File: config.mk
export PLATFORM = sky130hd
export DESIGN_NAME = pipe_cu_flat
export DESIGN_NICKNAME = d
export VERILOG_FILES = /design/src/rtl/cu_pkg.sv /design/src/rtl/pipe_cu_if.sv /design/src/rtl/ctrl_decode.sv /design/src/rtl/pipe_cu.sv /design/src/flat_wrapper.sv
export SDC_FILE = /design/constraint.sdc
export NUM_CORES = 1
export LEC_CHECK = 0
export ABC_AREA = 1
export CAP_MARGIN = 20
export CORE_AREA = 2 2 56 58
export CTS_BUF_LIST = sky130_fd_sc_hd__clkbuf_2
export CTS_CLUSTER_DIAMETER = 150
export CTS_CLUSTER_SIZE = 20
export DETAILED_ROUTE_END_ITERATION = 7
export DIE_AREA = 0 0 58 60
export PLACE_DENSITY = 0.72
export SLEW_MARGIN = 5
export SYNTH_ARGS = -nofsm -noshare
export SYNTH_HDL_FRONTEND = slang
export SYNTH_HIERARCHICAL = 1
export SYNTH_SLANG_ARGS = --single-unit
File: constraint.sdc
create_clock -name clk -period 1.3 [get_ports clk]
set_clock_uncertainty 0.15 [all_clocks]
set_input_delay 0.13 -clock clk [delete_from_list [all_inputs] [get_ports clk]]
set_output_delay 0.13 -clock clk [all_outputs]
set_load 0.03 [all_outputs]
File: src/rtl/cu_pkg.sv
// rtl/cu_pkg.sv - opcode constants, control enums and decode helpers for pipe_cu
// Shared by ctrl_decode and pipe_cu. It holds no ports.
package cu_pkg;

    localparam logic [6:0] OP_R      = 7'b0110011;
    localparam logic [6:0] OP_I      = 7'b0010011;
    localparam logic [6:0] OP_LOAD   = 7'b0000011;
    localparam logic [6:0] OP_STORE  = 7'b0100011;
    localparam logic [6:0] OP_BRANCH = 7'b1100011;
    localparam logic [6:0] OP_JAL    = 7'b1101111;
    localparam logic [6:0] OP_JALR   = 7'b1100111;
    localparam logic [6:0] OP_LUI    = 7'b0110111;

    typedef enum logic [2:0] {
        ALU_ADD = 3'b000,
        ALU_SUB = 3'b001,
        ALU_AND = 3'b010,
        ALU_OR  = 3'b011,
        ALU_SLT = 3'b100,
        ALU_SLL = 3'b101,
        ALU_SRL = 3'b110,
        ALU_XOR = 3'b111
    } alu_ctrl_t;

    typedef enum logic [2:0] {
        IMM_I = 3'b000,
        IMM_S = 3'b001,
        IMM_B = 3'b010,
        IMM_J = 3'b011,
        IMM_U = 3'b100
    } imm_src_t;

    typedef enum logic [1:0] {
        RES_ALU = 2'b00,
        RES_MEM = 2'b01,
        RES_PC4 = 2'b10,
        RES_IMM = 2'b11
    } result_src_t;

    // Controls carried by ID/EX. An all-zero value is a bubble: it writes
    // nothing and can never redirect the PC.
    typedef struct packed {
        logic        reg_write;
        result_src_t result_src;
        logic        mem_write;
        logic        jump;
        logic        branch;
        logic        funct3_0;   // 0 = beq, 1 = bne
        alu_ctrl_t   alu_ctrl;
        logic        alu_src;
        logic        jump_src;
    } ex_ctrl_t;

    // funct3 to ALU op, shared by R-type and I-ALU. funct3 011 has no
    // supported op and falls back to ADD.
    function automatic alu_ctrl_t alu_from_funct3(input logic [2:0] funct3);
        case (funct3)
            3'b001:  return ALU_SLL;
            3'b010:  return ALU_SLT;
            3'b100:  return ALU_XOR;
            3'b101:  return ALU_SRL;
            3'b110:  return ALU_OR;
            3'b111:  return ALU_AND;
            default: return ALU_ADD;
        endcase
    endfunction

endpackage

File: src/rtl/pipe_cu_if.sv
// rtl/pipe_cu_if.sv - control-unit signal bundle between the datapath and pipe_cu
// master: datapath/bench side. It drives instr_d, eq_e and flush_e and reads all controls.
// slave:  pipe_cu side.
interface pipe_cu_if #(
    parameter int WIDTH = 32
);
    logic [WIDTH-1:0] instr_d;
    logic             eq_e;
    logic             flush_e;
    logic [2:0]       imm_src_d;
    logic             illegal_d;
    logic [2:0]       alu_ctrl_e;
    logic             alu_src_e;
    logic [1:0]       result_src_e;
    logic             pc_src_e;
    logic             jump_src_e;
    logic             mem_write_m;
    logic             reg_write_m;
    logic             reg_write_w;
    logic [1:0]       result_src_w;

    modport master (
        output instr_d, eq_e, flush_e,
        input  imm_src_d, illegal_d, alu_ctrl_e, alu_src_e, result_src_e,
               pc_src_e, jump_src_e, mem_write_m, reg_write_m,
               reg_write_w, result_src_w
    );

    modport slave (
        input  instr_d, eq_e, flush_e,
        output imm_src_d, illegal_d, alu_ctrl_e, alu_src_e, result_src_e,
               pc_src_e, jump_src_e, mem_write_m, reg_write_m,
               reg_write_w, result_src_w
    );
endinterface

File: src/rtl/ctrl_decode.sv
// rtl/ctrl_decode.sv - combinational instruction decode into pipeline controls
// opcode/funct3/bit30 : decode-stage instruction fields
// ctrl                : controls loaded into ID/EX (all zero for unsupported opcodes)
// imm_src             : immediate format for the decode stage
// illegal             : opcode is unsupported
module ctrl_decode
    import cu_pkg::*;
(
    input  logic [6:0] opcode,
    input  logic [2:0] funct3,
    input  logic       bit30,
    output ex_ctrl_t   ctrl,
    output imm_src_t   imm_src,
    output logic       illegal
);

    always_comb begin
        ctrl    = '0;
        imm_src = IMM_I;
        illegal = 1'b0;
        case (opcode)
            OP_R: begin
                ctrl.reg_write = 1'b1;
                // Only funct3 000 has a subtract form; bit30 is ignored
                // elsewhere, so 101 always decodes as SRL.
                ctrl.alu_ctrl  = (funct3 == 3'b000 && bit30) ? ALU_SUB
                                                             : alu_from_funct3(funct3);
            end
            OP_I: begin
                // bit30 is immediate data here, so funct3 000 is always ADD.
                ctrl.reg_write = 1'b1;
                ctrl.alu_src   = 1'b1;
                ctrl.alu_ctrl  = alu_from_funct3(funct3);
            end
            OP_LOAD: begin
                ctrl.reg_write  = 1'b1;
                ctrl.result_src = RES_MEM;
                ctrl.alu_src    = 1'b1;
            end
            OP_STORE: begin
                ctrl.mem_write = 1'b1;
                ctrl.alu_src   = 1'b1;
                imm_src        = IMM_S;
            end
            OP_BRANCH: begin
                ctrl.branch   = 1'b1;
                ctrl.funct3_0 = funct3[0];
                ctrl.alu_ctrl = ALU_SUB;
                imm_src       = IMM_B;
            end
            OP_JAL: begin
                ctrl.jump       = 1'b1;
                ctrl.reg_write  = 1'b1;
                ctrl.result_src = RES_PC4;
                imm_src         = IMM_J;
            end
            OP_JALR: begin
                ctrl.jump       = 1'b1;
                ctrl.jump_src   = 1'b1;
                ctrl.reg_write  = 1'b1;
                ctrl.result_src = RES_PC4;
                ctrl.alu_src    = 1'b1;
            end
            OP_LUI: begin
                ctrl.reg_write  = 1'b1;
                ctrl.result_src = RES_IMM;
                imm_src         = IMM_U;
            end
            default: begin
                illegal = 1'b1;
            end
        endcase
    end

endmodule

File: src/rtl/pipe_cu.sv
// rtl/pipe_cu.sv - pipelined control unit: ID/EX, EX/MEM, MEM/WB control registers and branch resolve
// clk, rst : rising-edge clock and synchronous active-high reset
// bus      : pipe_cu_if slave. Decode-stage instruction, execute-stage eq_e and flush_e in;
//            decode, execute, memory and writeback controls out.
// WIDTH    : instruction width; must be at least 32.
module pipe_cu
    import cu_pkg::*;
#(
    parameter int WIDTH = 32
) (
    input  logic      clk,
    input  logic      rst,
    pipe_cu_if.slave  bus
);

    ex_ctrl_t dec_ctrl;
    imm_src_t dec_imm_src;
    logic     dec_illegal;

    ex_ctrl_t id_ex;
    logic     ex_mem_reg_write;
    logic     ex_mem_mem_write;
    logic [1:0] ex_mem_result_src;
    logic     mem_wb_reg_write;
    logic [1:0] mem_wb_result_src;

    logic     pc_src;

    // Decode looks only at opcode, funct3 and bit30.
    logic unused_instr_bits;
    assign unused_instr_bits = ^{bus.instr_d[WIDTH-1:31], bus.instr_d[29:15],
                                 bus.instr_d[11:7]};

    ctrl_decode u_decode (
        .opcode  (bus.instr_d[6:0]),
        .funct3  (bus.instr_d[14:12]),
        .bit30   (bus.instr_d[30]),
        .ctrl    (dec_ctrl),
        .imm_src (dec_imm_src),
        .illegal (dec_illegal)
    );

    // A bubble has jump and branch clear, so it can never redirect.
    assign pc_src = id_ex.jump | (id_ex.branch & (bus.eq_e ^ id_ex.funct3_0));

    always_ff @(posedge clk) begin
        if (rst) begin
            id_ex             <= '0;
            ex_mem_reg_write  <= 1'b0;
            ex_mem_mem_write  <= 1'b0;
            ex_mem_result_src <= 2'b00;
            mem_wb_reg_write  <= 1'b0;
            mem_wb_result_src <= 2'b00;
        end else begin
            // A redirect squashes the wrong-path instruction in decode.
            // flush_e together with a redirect still gives a single bubble.
            if (bus.flush_e || pc_src) begin
                id_ex <= '0;
            end else begin
                id_ex <= dec_ctrl;
            end
            ex_mem_reg_write  <= id_ex.reg_write;
            ex_mem_mem_write  <= id_ex.mem_write;
            ex_mem_result_src <= id_ex.result_src;
            mem_wb_reg_write  <= ex_mem_reg_write;
            mem_wb_result_src <= ex_mem_result_src;
        end
    end

    assign bus.imm_src_d    = dec_imm_src;
    assign bus.illegal_d    = dec_illegal;
    assign bus.alu_ctrl_e   = id_ex.alu_ctrl;
    assign bus.alu_src_e    = id_ex.alu_src;
    assign bus.result_src_e = id_ex.result_src;
    assign bus.pc_src_e     = pc_src;
    assign bus.jump_src_e   = id_ex.jump_src;
    assign bus.mem_write_m  = ex_mem_mem_write;
    assign bus.reg_write_m  = ex_mem_reg_write;
    assign bus.reg_write_w  = mem_wb_reg_write;
    assign bus.result_src_w = mem_wb_result_src;

endmodule
File: src/flat_wrapper.sv
// flat-port wrapper written by rule: the top's interface ports become plain ports
module pipe_cu_flat import cu_pkg::*;
#(
    parameter int WIDTH = 32
)
  (clk, rst, bus_instr_d, bus_eq_e, bus_flush_e, bus_imm_src_d, bus_illegal_d, bus_alu_ctrl_e, bus_alu_src_e, bus_result_src_e, bus_pc_src_e, bus_jump_src_e, bus_mem_write_m, bus_reg_write_m, bus_reg_write_w, bus_result_src_w);
  pipe_cu_if #(.WIDTH(WIDTH)) bus_i ();
  input  logic clk;
  input  logic rst;
  input wire logic [$bits(bus_i.instr_d)-1:0] bus_instr_d;
  input wire logic [$bits(bus_i.eq_e)-1:0] bus_eq_e;
  input wire logic [$bits(bus_i.flush_e)-1:0] bus_flush_e;
  output wire logic [$bits(bus_i.imm_src_d)-1:0] bus_imm_src_d;
  output wire logic [$bits(bus_i.illegal_d)-1:0] bus_illegal_d;
  output wire logic [$bits(bus_i.alu_ctrl_e)-1:0] bus_alu_ctrl_e;
  output wire logic [$bits(bus_i.alu_src_e)-1:0] bus_alu_src_e;
  output wire logic [$bits(bus_i.result_src_e)-1:0] bus_result_src_e;
  output wire logic [$bits(bus_i.pc_src_e)-1:0] bus_pc_src_e;
  output wire logic [$bits(bus_i.jump_src_e)-1:0] bus_jump_src_e;
  output wire logic [$bits(bus_i.mem_write_m)-1:0] bus_mem_write_m;
  output wire logic [$bits(bus_i.reg_write_m)-1:0] bus_reg_write_m;
  output wire logic [$bits(bus_i.reg_write_w)-1:0] bus_reg_write_w;
  output wire logic [$bits(bus_i.result_src_w)-1:0] bus_result_src_w;
  assign bus_i.instr_d = bus_instr_d;
  assign bus_i.eq_e = bus_eq_e;
  assign bus_i.flush_e = bus_flush_e;
  assign bus_imm_src_d = bus_i.imm_src_d;
  assign bus_illegal_d = bus_i.illegal_d;
  assign bus_alu_ctrl_e = bus_i.alu_ctrl_e;
  assign bus_alu_src_e = bus_i.alu_src_e;
  assign bus_result_src_e = bus_i.result_src_e;
  assign bus_pc_src_e = bus_i.pc_src_e;
  assign bus_jump_src_e = bus_i.jump_src_e;
  assign bus_mem_write_m = bus_i.mem_write_m;
  assign bus_reg_write_m = bus_i.reg_write_m;
  assign bus_reg_write_w = bus_i.reg_write_w;
  assign bus_result_src_w = bus_i.result_src_w;
  pipe_cu #(.WIDTH(WIDTH)) u_core (.clk(clk), .rst(rst), .bus(bus_i));
endmodule
Yosys cells after proc, flatten, opt, wreduce, memory -nomap -nowiden:

Cells that the tools add are included.

* logic and storage cells: 53
* register bits: 19

* eq/ne operators: 14
* mux-type cells: 12
* reductions and logical operators: 9
* bitwise operators: 4

Operators with widths (count)
* $eq A7 B6 Y1 const B: 3
* $eq A7 B7 Y1 const B: 3
* $pmux W3 S6: 1
* $eq A3 B3 Y1 const B: 4
* $pmux W3 S4: 1
* $pmux W3 S3: 1
* $reduce_or A8 Y1: 1
* $eq A7 B2 Y1 const B: 1
* $eq A7 B5 Y1 const B: 1
* $mux W1: 6
* $pmux W2 S3: 1
* $reduce_or A6 Y1: 1
* $reduce_or A2 Y1: 2
* $reduce_or A4 Y1: 1
* $eq A3 B1 Y1 const B: 1
* $eq A3 B2 Y1 const B: 1
* $logic_not A3 Y1: 1
* $mux W3: 1
* $reduce_or A3 Y1: 1
* $mux W2: 1
* $and A1 B1 Y1: 1
* $logic_and A1 B1 Y1: 1
* $logic_or A1 B1 Y1: 1
* $not A1 Y1: 1
* other kinds (2): 2

Longest topological paths before layout:

Gate-level depths: netlist (run 1).

* depth after elaboration: 5
* gate-level depth with buffers: 8
* gate-level depth less buffers: 8

By module:

Netlist (run 1), hierarchy kept.

By module, submodules not included
* pipe_cu: instances 1, seq. area each 380.4 sq um, area an instance 666.9 sq um, cells each 73
* ctrl_decode: instances 1, seq. area each 0.0 sq um, area an instance 304.0 sq um, cells each 63

Worst setup path before layout (run 1):

OpenSTA, ideal clock, no wires.

* kind: input -> output
* start: input port bus_instr_d[1]
* end: output port bus_imm_src_d[0]
* data arrival time: 1085 ps
* data required time: 1020 ps
* path buffers: 0
* stages: 4
* setup slack: -65 ps
* cells stage by stage: nand2_1 inv_2 nand3_2 o21ai_0

* cells in the longest elaborated chain, start to end: 2
* elaborated cells on any way between the ends: 5
* those cells by class: eq/ne (4); mux (1)

RTL lines
* start, declared: line flat_wrapper.sv:10 `input wire logic [$bits(bus_i.instr_d)-1:0] bus_instr_d;`
* $eq A7 B6 Y1 / $eq A7 B7 Y1 (equally long branches): line ctrl_decode.sv:21 `case (opcode)`
* $pmux W3 S4 (*): line ctrl_decode.sv:21
* end, declared: line flat_wrapper.sv:13 `output wire logic [$bits(bus_i.imm_src_d)-1:0] bus_imm_src_d;`

Every way passes the cells marked *; elsewhere a longest branch is shown, timed or not.

Final worst setup path (run 1):

* start: input port bus_instr_d[6]
* end: output port bus_illegal_d

* cells in the longest elaborated chain, start to end: 3
* elaborated cells on any way between the ends: 10
* those cells by class: eq/ne (8); mux (1); reduce/logical (1)

RTL lines
* $eq A7 B6 Y1, or another cell as far along: line ctrl_decode.sv:21
* $reduce_or A8 Y1 (no source line) (*)
* $mux W1 (*): line ctrl_decode.sv:21
* end, declared: line flat_wrapper.sv:14 `output wire logic [$bits(bus_i.illegal_d)-1:0] bus_illegal_d;`

Marked as above.

==> flow_results.xml, run 1 <==
<?xml version="1.0" encoding="UTF-8"?>
<metrics>
  <group name="sta">
    <metric name="timing_worst_slew_pin_value" unit="ns">0.1926</metric>
    <metric name="post-route-period-util" unit="">1.019</metric>
    <metric name="maxSlewHeadroom" unit="">0.8712</metric>
    <metric name="period_needed" unit="ns">1.324</metric>
    <metric name="rsz0062_at_grt" unit="">yes</metric>
    <metric name="setup-violations-final" unit="">1</metric>
    <metric name="maxClockFrequency" unit="GHz">0.7551</metric>
    <metric name="slew_viol_final" unit="">0</metric>
    <metric name="setup-tns-final" unit="ns">-0.02431</metric>
    <metric name="hold_violations" unit="">0</metric>
    <metric name="finalWorstSetupSlack" unit="ns">-0.02431</metric>
  </group>
  <group name="setup_path">
    <metric name="crit_required" unit="ns">1.02</metric>
    <metric name="critical_path.endpoint_type" unit="">output port</metric>
    <metric name="arrival" unit="ns">1.04</metric>
    <metric name="r2r-start" unit="">u_core/id_ex[5]$_SDFF_PP0_</metric>
    <metric name="worstSetupPathType" unit="">in2out</metric>
    <metric name="timing.critical_path.fanout_max" unit="">5</metric>
    <metric name="critPathLaunch" unit="">bus_instr_d[6]</metric>
    <metric name="start_kind" unit="">primary input</metric>
  </group>
  <group name="global_route">
    <metric name="grt_pass1_vias" unit="">801</metric>
    <metric name="grt_antenna_before_repair" unit="">0</metric>
    <metric name="gr-usage-all-layers" unit="">0.1215</metric>
    <metric name="globalRoute.totalOverflow" unit="">0</metric>
    <metric name="grt_start_max_net_pins" unit="">12</metric>
    <metric name="grt_pass1_wl" unit="um">3236</metric>
  </group>
  <group name="route">
    <metric name="detail_route.wl_per_cell" unit="um">8.968</metric>
    <metric name="dr.pass1.iters" unit="">3</metric>
    <metric name="drc_errors" unit="">0</metric>
    <metric name="detail-route-antenna-nets" unit="">0</metric>
    <metric name="avgViaCountPerCell" unit="">4.063</metric>
    <metric name="totalWireLength" unit="um">1982</metric>
    <metric name="detailedRoute.firstIterationViolations" unit="">7</metric>
    <metric name="via_count" unit="">898</metric>
  </group>
  <group name="floorplan">
    <metric name="rows" unit="">20</metric>
    <metric name="die_h" unit="um">60</metric>
    <metric name="die-width" unit="um">58</metric>
    <metric name="io_pins" unit="">53</metric>
    <metric name="floorplan.initialDensity" unit="">0.3345</metric>
    <metric name="design.core.area" unit="um^2">2903</metric>
    <metric name="die_ar" unit="um^2">3480</metric>
  </group>
  <group name="power_and_ir_drop">
    <metric name="vdd_drop_max" unit="V">0.0004919</metric>
    <metric name="power.density_cell_area" unit="nW/um^2">689.7</metric>
    <metric name="total_power" unit="uW">1004</metric>
    <metric name="cellLeakagePower" unit="uW">0.0006765</metric>
  </group>
  <group name="synth">
    <metric name="post-synth-top-area-cell" unit="">sky130_fd_sc_hd__dfxtp_1</metric>
    <metric name="synthesis.area_per_instance" unit="um^2">7.139</metric>
    <metric name="yosys_register_bits" unit="">19</metric>
    <metric name="synthTopCellsByArea" unit="">sky130_fd_sc_hd__dfxtp_1 39%, sky130_fd_sc_hd__inv_1 12%, sky130_fd_sc_hd__nor2_1 10%, sky130_fd_sc_hd__nand2_1 7.3%, sky130_fd_sc_hd__nor2_2 6.4%</metric>
    <metric name="synth_top_flop_cell" unit="">sky130_fd_sc_hd__dfxtp_1</metric>
    <metric name="syn_area" unit="um^2">970.9</metric>
    <metric name="synth_cell_type_count" unit="">19</metric>
    <metric name="syn-num-nets" unit="">172</metric>
    <metric name="synth-edff-count" unit="">0</metric>
    <metric name="yosys_warnings" unit="">6</metric>
    <metric name="synthTopCellsByCount" unit="">31 x sky130_fd_sc_hd__inv_1, 26 x sky130_fd_sc_hd__nor2_1, 19 x sky130_fd_sc_hd__dfxtp_1, 19 x sky130_fd_sc_hd__nand2_1, 10 x sky130_fd_sc_hd__nor2_2</metric>
    <metric name="synth_seq_area_share" unit="">0.3918</metric>
    <metric name="postSynth.asyncResetShare" unit="">0</metric>
    <metric name="postSynthCellCount" unit="">136</metric>
    <metric name="synthMostInstantiatedCell" unit="">sky130_fd_sc_hd__inv_1</metric>
    <metric name="yosysTopAreaCellShare" unit="">0.3918</metric>
  </group>
  <group name="clock_network">
    <metric name="cts_buffer_count" unit="">3</metric>
    <metric name="clock_tree.buffer_depth" unit="">2</metric>
    <metric name="insertion_delay" unit="ns">0.27</metric>
    <metric name="cts_clock_pin_slew_for_the_worst_setup_and_hold_paths" unit="ns">0.15</metric>
    <metric name="cts-hold-fix-buffers" unit="">0</metric>
    <metric name="h-tree-depth" unit="">1</metric>
    <metric name="clock_sinks" unit="">19</metric>
    <metric name="cts_tree" unit="">built</metric>
    <metric name="cts.root.buffer_cell" unit="">sky130_fd_sc_hd__clkbuf_2</metric>
  </group>
  <group name="placement">
    <metric name="detailed_place_hpwl" unit="um">1557</metric>
    <metric name="gp_congestion" unit="">0.7728</metric>
    <metric name="dp_slack" unit="ns">-0.3482</metric>
    <metric name="port_buffers" unit="">31</metric>
  </group>
  <group name="job">
    <metric name="maxCapViolCount" unit="">0</metric>
  </group>
  <group name="finish">
    <metric name="num-nets-final" unit="">225</metric>
    <metric name="diodes" unit="">0</metric>
    <metric name="area_growth" unit="%">49.87</metric>
    <metric name="final_layout_size_suffix_gt1_frac" unit="">0.4468</metric>
  </group>
  <group name="worst_hold_path">
    <metric name="worst_min_delay_path_category" unit="">in2reg</metric>
    <metric name="worstHoldStart" unit="">bus_instr_d[3]</metric>
  </group>
  <group name="run_status">
    <metric name="run_status" unit="">complete, but fails checks</metric>
    <metric name="failed_checks" unit="">setup timing</metric>
  </group>
</metrics>
## repair_timing
action                                  4_1_cts  5_1_grt
resized for setup                            49       26
endpoints found under the setup margin       21       15
setup buffers                                 5        3
pin swaps                                     5       10
## metal layers
metal  routed length (um)  global-route usage
met4                   27             0.05980
met2                 1060              0.2354
met3                  100             0.01948
met5                    0                   0
met1                  794              0.1257
## where the power goes
part	switching, uW	total, uW	internal, uW
sequential	0.570	585	585
combinational	94.8	188	92.9
clock	161	231	69.7
total	256	1000	747
## cells by family after synthesis
family / Yosys count / share of synthesized area
AO/OA/AOI/OAI: 3 / 0.01803
XOR/XNOR: 1 / 0.009022
buffers and inverters: 41 / 0.1933
flip-flops: 19 / 0.3917
AND/OR/NAND/NOR: 72 / 0.3879
## stage by stage
stage,instances,util,instance area [um^2],hold slack (ns)
detailed placement,209,0.4763,1383,0.2467
global placement,209,0.4763,1383,0.2407
floorplan,136,-,970.9,0.1207
global route,221,0.5013,1455,0.1150
CTS,218,0.5099,1480,0.2416
finish,221,0.5013,1455,0.1038
## worst paths after layout
path / to / slack (ns) / depth (start not counted)
min: u_core/bus.jump_src_e$_SDFF_PP0_ / 0.10 / 5
min reg2reg: u_core/bus.result_src_w[1]$_SDFF_PP0_ / 0.26 / 2
max reg2reg: u_core/id_ex[5]$_SDFF_PP0_ / 0.14 / 7
max: bus_illegal_d / -0.02 / 8
## registers in the layout, summed over array words and instances (netlist names), 2 cells and up
| register | cells |
|---|---|
| u_core/id_ex | 5 |
| u_core/bus.alu_ctrl_e | 3 |
| u_core/bus.result_src_w | 2 |
| u_core/ex_mem_result_src | 2 |
| u_core/bus.result_src_e | 2 |
## cell usage in the layout (no fill, tap or decap), types with 2 or more instances in the layout
cell type                         count
sky130_fd_sc_hd__buf_4               23
sky130_fd_sc_hd__buf_6                5
sky130_fd_sc_hd__clkbuf_2            16
sky130_fd_sc_hd__clkdlybuf4s15_1      2
sky130_fd_sc_hd__clkdlybuf4s15_2      2
sky130_fd_sc_hd__clkdlybuf4s50_1      7
sky130_fd_sc_hd__dfxtp_1             18
sky130_fd_sc_hd__inv_1               28
sky130_fd_sc_hd__inv_2                6
sky130_fd_sc_hd__nand2_1             14
sky130_fd_sc_hd__nand2_2              7
sky130_fd_sc_hd__nand3_1              5
sky130_fd_sc_hd__nand3_2              2
sky130_fd_sc_hd__nand3_4              2
sky130_fd_sc_hd__nor2_1              24
sky130_fd_sc_hd__nor2_2              11
sky130_fd_sc_hd__nor2_4               3
sky130_fd_sc_hd__nor3_4               2
## final cells by class
cell class | instances | area, um^2
Multi-Input combinational cell | 76 | 444.2
Sequential cell | 19 | 381.6
Timing Repair Buffer | 55 | 440.4
Clock inverter | 1 | 5.005
Tap cell | 33 | 41.29
Clock buffer | 3 | 15.01
Inverter | 34 | 127.6
Fill cell | 294 | 1448
## worst max-delay path: stages
cell,delay [ns]
sky130_fd_sc_hd__dlygate4sd2_1,0.25
sky130_fd_sc_hd__inv_2,0.13
sky130_fd_sc_hd__nand3_4,0.12
sky130_fd_sc_hd__nor2_2,0.10
sky130_fd_sc_hd__nand2_1,0.05
sky130_fd_sc_hd__nand3_1,0.07
sky130_fd_sc_hd__nor2_1,0.04
sky130_fd_sc_hd__buf_4,0.16
(Power assumes the default switching activity.)
==> run 2, diff against run 1 <==
--- a/config.mk
+++ b/config.mk
@@ -5,15 +5,15 @@
 export SDC_FILE = /design/constraint.sdc
 export NUM_CORES = 1
 export LEC_CHECK = 0
-export ABC_AREA = 1
 export CAP_MARGIN = 20
-export CORE_AREA = 2 2 56 58
+export CORE_AREA = 2 2 57 59
 export CTS_BUF_LIST = sky130_fd_sc_hd__clkbuf_2
-export CTS_CLUSTER_DIAMETER = 150
+export CTS_CLUSTER_DIAMETER = 60
 export CTS_CLUSTER_SIZE = 20
 export DETAILED_ROUTE_END_ITERATION = 7
-export DIE_AREA = 0 0 58 60
-export PLACE_DENSITY = 0.72
+export DIE_AREA = 0 0 59 61
+export GPL_ROUTABILITY_DRIVEN = 0
+export PLACE_DENSITY = 0.71
 export SLEW_MARGIN = 5
 export SYNTH_ARGS = -nofsm -noshare
 export SYNTH_HDL_FRONTEND = slang
==> run 2 against run 1 <==
- hold slack better by 0.068 ns
- the run still ends with setup timing left
- total power up 11%
- design area up 22%
- largest cell class unchanged
- sequential power about the same
- highest routed layer unchanged
==> flow_results.xml, run 2 <==
<?xml version="1.0" encoding="UTF-8"?>
<metrics>
  <group name="floorplan">
    <metric name="die_h" unit="um">61</metric>
    <metric name="die_ar" unit="um^2">3599</metric>
    <metric name="die-width" unit="um">59</metric>
    <metric name="design.core.area" unit="um^2">2953</metric>
    <metric name="io_pins" unit="">53</metric>
    <metric name="rows" unit="">20</metric>
    <metric name="floorplan.initialDensity" unit="">0.3436</metric>
  </group>
  <group name="setup_path">
    <metric name="worst_reg_to_reg_cells" unit="">2</metric>
    <metric name="critPathLaunch" unit="">bus_instr_d[6]</metric>
    <metric name="crit_required" unit="ns">1.38</metric>
    <metric name="start_kind" unit="">primary input</metric>
    <metric name="critical_path_buf_inv_count" unit="">1</metric>
    <metric name="path_cells" unit="">buf_6 -&gt; nand2b_4 -&gt; or3b_1 -&gt; a311oi_2 -&gt; or4b_4 -&gt; a21oi_2</metric>
    <metric name="endpoint" unit="">u_core/bus.alu_ctrl_e[0]$_SDFF_PP0_</metric>
    <metric name="timing.critical_path.fanout_max" unit="">3</metric>
    <metric name="cp_num_cells" unit="">6</metric>
    <metric name="path_delay_family" unit="">simple AND/OR/NAND/NOR gates</metric>
    <metric name="worstSetupPathType" unit="">in2reg</metric>
    <metric name="rrSetupSlack" unit="ns">0.03</metric>
    <metric name="arrival" unit="ns">1.58</metric>
    <metric name="r2r_end" unit="">u_core/bus.alu_src_e$_SDFF_PP0_</metric>
    <metric name="r2r-start" unit="">u_core/id_ex[7]$_SDFF_PP0_</metric>
    <metric name="cpPeakStageDelay" unit="ns">0.48</metric>
    <metric name="critical_path.endpoint_type" unit="">register</metric>
    <metric name="worst_path_max_delay_cell" unit="">sky130_fd_sc_hd__or4b_4</metric>
  </group>
  <group name="synth">
    <metric name="synth_mux_area_frac" unit="">0</metric>
    <metric name="largest_family_of_logic_cells_by_synthesized_area" unit="">simple AND/OR/NAND/NOR gates</metric>
    <metric name="postSynth.asyncResetShare" unit="">0</metric>
    <metric name="synth_seq_area_share" unit="">0.3748</metric>
    <metric name="synth_top_flop_cell" unit="">sky130_fd_sc_hd__dfxtp_1</metric>
    <metric name="syn_area" unit="um^2">1015</metric>
    <metric name="synth_compound_gate_area_share" unit="">0.1591</metric>
    <metric name="synthMostInstantiatedCell" unit="">sky130_fd_sc_hd__dfxtp_1</metric>
    <metric name="synthSimpleGateAreaFrac" unit="">0.3514</metric>
    <metric name="synth-edff-count" unit="">0</metric>
    <metric name="synthXorXnorAreaFrac" unit="">0.02589</metric>
    <metric name="synth_cell_type_count" unit="">33</metric>
    <metric name="yosys_warnings" unit="">6</metric>
    <metric name="synthesis.area_per_instance" unit="um^2">9.225</metric>
    <metric name="synth_adder_area_share" unit="">0</metric>
    <metric name="syn-num-nets" unit="">146</metric>
    <metric name="synthTopCellsByArea" unit="">sky130_fd_sc_hd__dfxtp_1 37%, sky130_fd_sc_hd__or4b_1 12%, sky130_fd_sc_hd__and2b_2 6.0%, sky130_fd_sc_hd__a21oi_1 5.9%, sky130_fd_sc_hd__buf_4 3.7%</metric>
    <metric name="synthTopCellsByCount" unit="">19 x sky130_fd_sc_hd__dfxtp_1, 12 x sky130_fd_sc_hd__a21oi_1, 12 x sky130_fd_sc_hd__or4b_1, 7 x sky130_fd_sc_hd__and2b_2, 6 x sky130_fd_sc_hd__nor2_1</metric>
    <metric name="postSynthCellCount" unit="">110</metric>
    <metric name="post-synth-top-area-cell" unit="">sky130_fd_sc_hd__dfxtp_1</metric>
    <metric name="yosysTopAreaCellShare" unit="">0.3748</metric>
    <metric name="yosys_register_bits" unit="">19</metric>
  </group>
  <group name="finish">
    <metric name="layout.cells.most_common_list" unit="">23 x sky130_fd_sc_hd__buf_4, 20 x sky130_fd_sc_hd__buf_6, 17 x sky130_fd_sc_hd__dfxtp_1</metric>
    <metric name="diodes" unit="">0</metric>
    <metric name="registers.top_by_ff_count" unit="">u_core/id_ex</metric>
    <metric name="final_layout_size_suffix_gt1_frac" unit="">0.6807</metric>
    <metric name="layout.filler_cells" unit="">269</metric>
    <metric name="finalInstanceArea" unit="um^2">1778</metric>
    <metric name="final_common_cell" unit="">sky130_fd_sc_hd__buf_4</metric>
    <metric name="area_growth" unit="%">75.22</metric>
    <metric name="num-nets-final" unit="">203</metric>
    <metric name="max_ffs_per_register" unit="">5</metric>
  </group>
  <group name="clock_network">
    <metric name="cts_tree" unit="">built</metric>
    <metric name="cts.root.buffer_cell" unit="">sky130_fd_sc_hd__clkbuf_2</metric>
    <metric name="clock_sinks" unit="">19</metric>
    <metric name="cts-hold-fix-buffers" unit="">0</metric>
    <metric name="cts_clock_pin_slew_for_the_worst_setup_and_hold_paths" unit="ns">0.16</metric>
    <metric name="cts_buffer_count" unit="">3</metric>
    <metric name="clock_tree.buffer_depth" unit="">2</metric>
    <metric name="insertion_delay" unit="ns">0.28</metric>
    <metric name="h-tree-depth" unit="">1</metric>
  </group>
  <group name="global_route">
    <metric name="grt_pass1_wl" unit="um">4250</metric>
    <metric name="globalRoute.totalOverflow" unit="">0</metric>
    <metric name="grt_pass1_vias" unit="">1010</metric>
    <metric name="grt_antenna_before_repair" unit="">0</metric>
    <metric name="grt_start_max_net_pins" unit="">14</metric>
    <metric name="gr-usage-all-layers" unit="">0.1496</metric>
  </group>
  <group name="power_and_ir_drop">
    <metric name="sequentialPowerShare" unit="">0.523</metric>
    <metric name="combinational_share_of_power" unit="">0.263</metric>
    <metric name="p_int" unit="uW">818.2</metric>
    <metric name="total_switching_power" unit="uW">296.5</metric>
    <metric name="netSwitchingFraction" unit="">0.2660</metric>
    <metric name="cellLeakagePower" unit="uW">0.0007420</metric>
    <metric name="power.density_cell_area" unit="nW/um^2">626.9</metric>
    <metric name="vdd_drop_max" unit="V">0.0002891</metric>
    <metric name="power.clock.fraction" unit="">0.213</metric>
  </group>
  <group name="route">
    <metric name="avgViaCountPerCell" unit="">5.121</metric>
    <metric name="via_count" unit="">1019</metric>
    <metric name="drc_errors" unit="">0</metric>
    <metric name="detailedRoute.firstIterationViolations" unit="">12</metric>
    <metric name="detail-route-antenna-nets" unit="">0</metric>
    <metric name="detail_route.wl_per_cell" unit="um">13.63</metric>
    <metric name="dr.pass1.iters" unit="">4</metric>
    <metric name="totalWireLength" unit="um">2713</metric>
  </group>
  <group name="sta">
    <metric name="post-route-period-util" unit="">1.154</metric>
    <metric name="hold_violations" unit="">0</metric>
    <metric name="maxClockFrequency" unit="GHz">0.6663</metric>
    <metric name="rsz0062_at_grt" unit="">yes</metric>
    <metric name="maxSlewHeadroom" unit="">0.7280</metric>
    <metric name="setup-tns-final" unit="ns">-0.8686</metric>
    <metric name="timing_worst_slew_pin_value" unit="ns">0.4079</metric>
    <metric name="slew_viol_final" unit="">0</metric>
    <metric name="finalWorstSetupSlack" unit="ns">-0.2008</metric>
    <metric name="setup-violations-final" unit="">13</metric>
    <metric name="period_needed" unit="ns">1.501</metric>
  </group>
  <group name="run_status">
    <metric name="run_status" unit="">complete, but fails checks</metric>
    <metric name="failed_checks" unit="">setup timing</metric>
  </group>
  <group name="job">
    <metric name="maxCapViolCount" unit="">0</metric>
  </group>
  <group name="placement">
    <metric name="port_buffers" unit="">31</metric>
    <metric name="detailed_place_hpwl" unit="um">1723</metric>
    <metric name="postPlaceCellArea" unit="um^2">1471</metric>
  </group>
  <group name="worst_hold_path">
    <metric name="worst_min_delay_path_category" unit="">in2reg</metric>
  </group>
</metrics>
[run 2: cell types whose count changed in the layout (fill, tap and decap cells not counted), sizes merged, moves of 8 or more]
cell,delta
inv,-34
nor2,-32
buf,+21
nand2,-16
a21oi,+14
or4b,+12
nand3,-8
[run 2: worst reg2reg max path, stage by stage (launching register included)]
cell	delay [ns]
sky130_fd_sc_hd__dfxtp_4	0.42
sky130_fd_sc_hd__or4b_1	0.52
sky130_fd_sc_hd__a21oi_1	0.13
[run 2: cell families after synthesis]
logic type	Yosys count
xor+xnor	3
flops	19
buf+inv	14
compound gates	24
simple gates	50
[run 2: final cells by class]
class / count / area [um^2] / share of cell area
clock buffers: 4 / 20.02 / 0.01126
repair buffers: 66 / 584.3 / 0.3286
multi-input cells: 77 / 747.0 / 0.4201
flip-flops and latches: 19 / 385.4 / 0.2167
well taps: 33 / 41.29 / 0.02322
[run 2: how the worst min path moves through the flow]
stage                                                       from                                    end  slack (ns)  cells after the start
after detailed placement  u_core/ex_mem_result_src[0]$_SDFF_PP0_  u_core/bus.result_src_w[0]$_SDFF_PP0_        0.29                      1
after global routing                              bus_instr_d[2]  u_core/bus.result_src_e[1]$_SDFF_PP0_        0.15                      5
final                                             bus_instr_d[2]  u_core/bus.result_src_e[1]$_SDFF_PP0_        0.17                      5
after floorplan                                              rst    u_core/bus.alu_ctrl_e[2]$_SDFF_PP0_        0.14                      2
after CTS                                         bus_instr_d[2]  u_core/bus.result_src_e[1]$_SDFF_PP0_        0.12                      5
after global placement               u_core/id_ex[11]$_SDFF_PP0_      u_core/bus.reg_write_m$_SDFF_PP0_        0.28                      1
[run 2: routing by layer]
layer	vias up	GRT usage	part of all wire
met5	-	0	0
met4	0	0.06169	0.026
li1	500	-	-
met1	480	0.1535	0.38
met3	6	0.01706	0.035
met2	33	0.3032	0.56
[run 2: power by group through the flow]
stage / combinational, uW / sequential (uW) / clock [uW]
after floorplan: 96.6 / 599 / 0
after global placement: 199 / 598 / 0
after detailed placement: 204 / 598 / 0
after CTS: 267 / 585 / 250
after global routing: 311 / 584 / 271
final: 294 / 583 / 238
[run 2: timing repair]
action / in CTS / in global routing
setup buffers: 11 / 1
resized for setup: 114 / 31
pin swaps: 21 / 8
setup endpoints to repair: 29 / 25
[run 2: metrics by stage]
step	std cells	setup WS, ns	power [uW]	hold slack, ns	utilization
CTS	198	-0.1832	1102	0.1172	0.5839
floorplan	110	-0.4335	695.3	0.1389	-
global placement	184	-0.9174	796.2	0.2794	0.4983
finish	199	-0.2008	1115	0.1718	0.6021
detailed placement	184	-0.9295	802.0	0.2882	0.4983
global route	199	-0.2041	1166	0.1486	0.6021
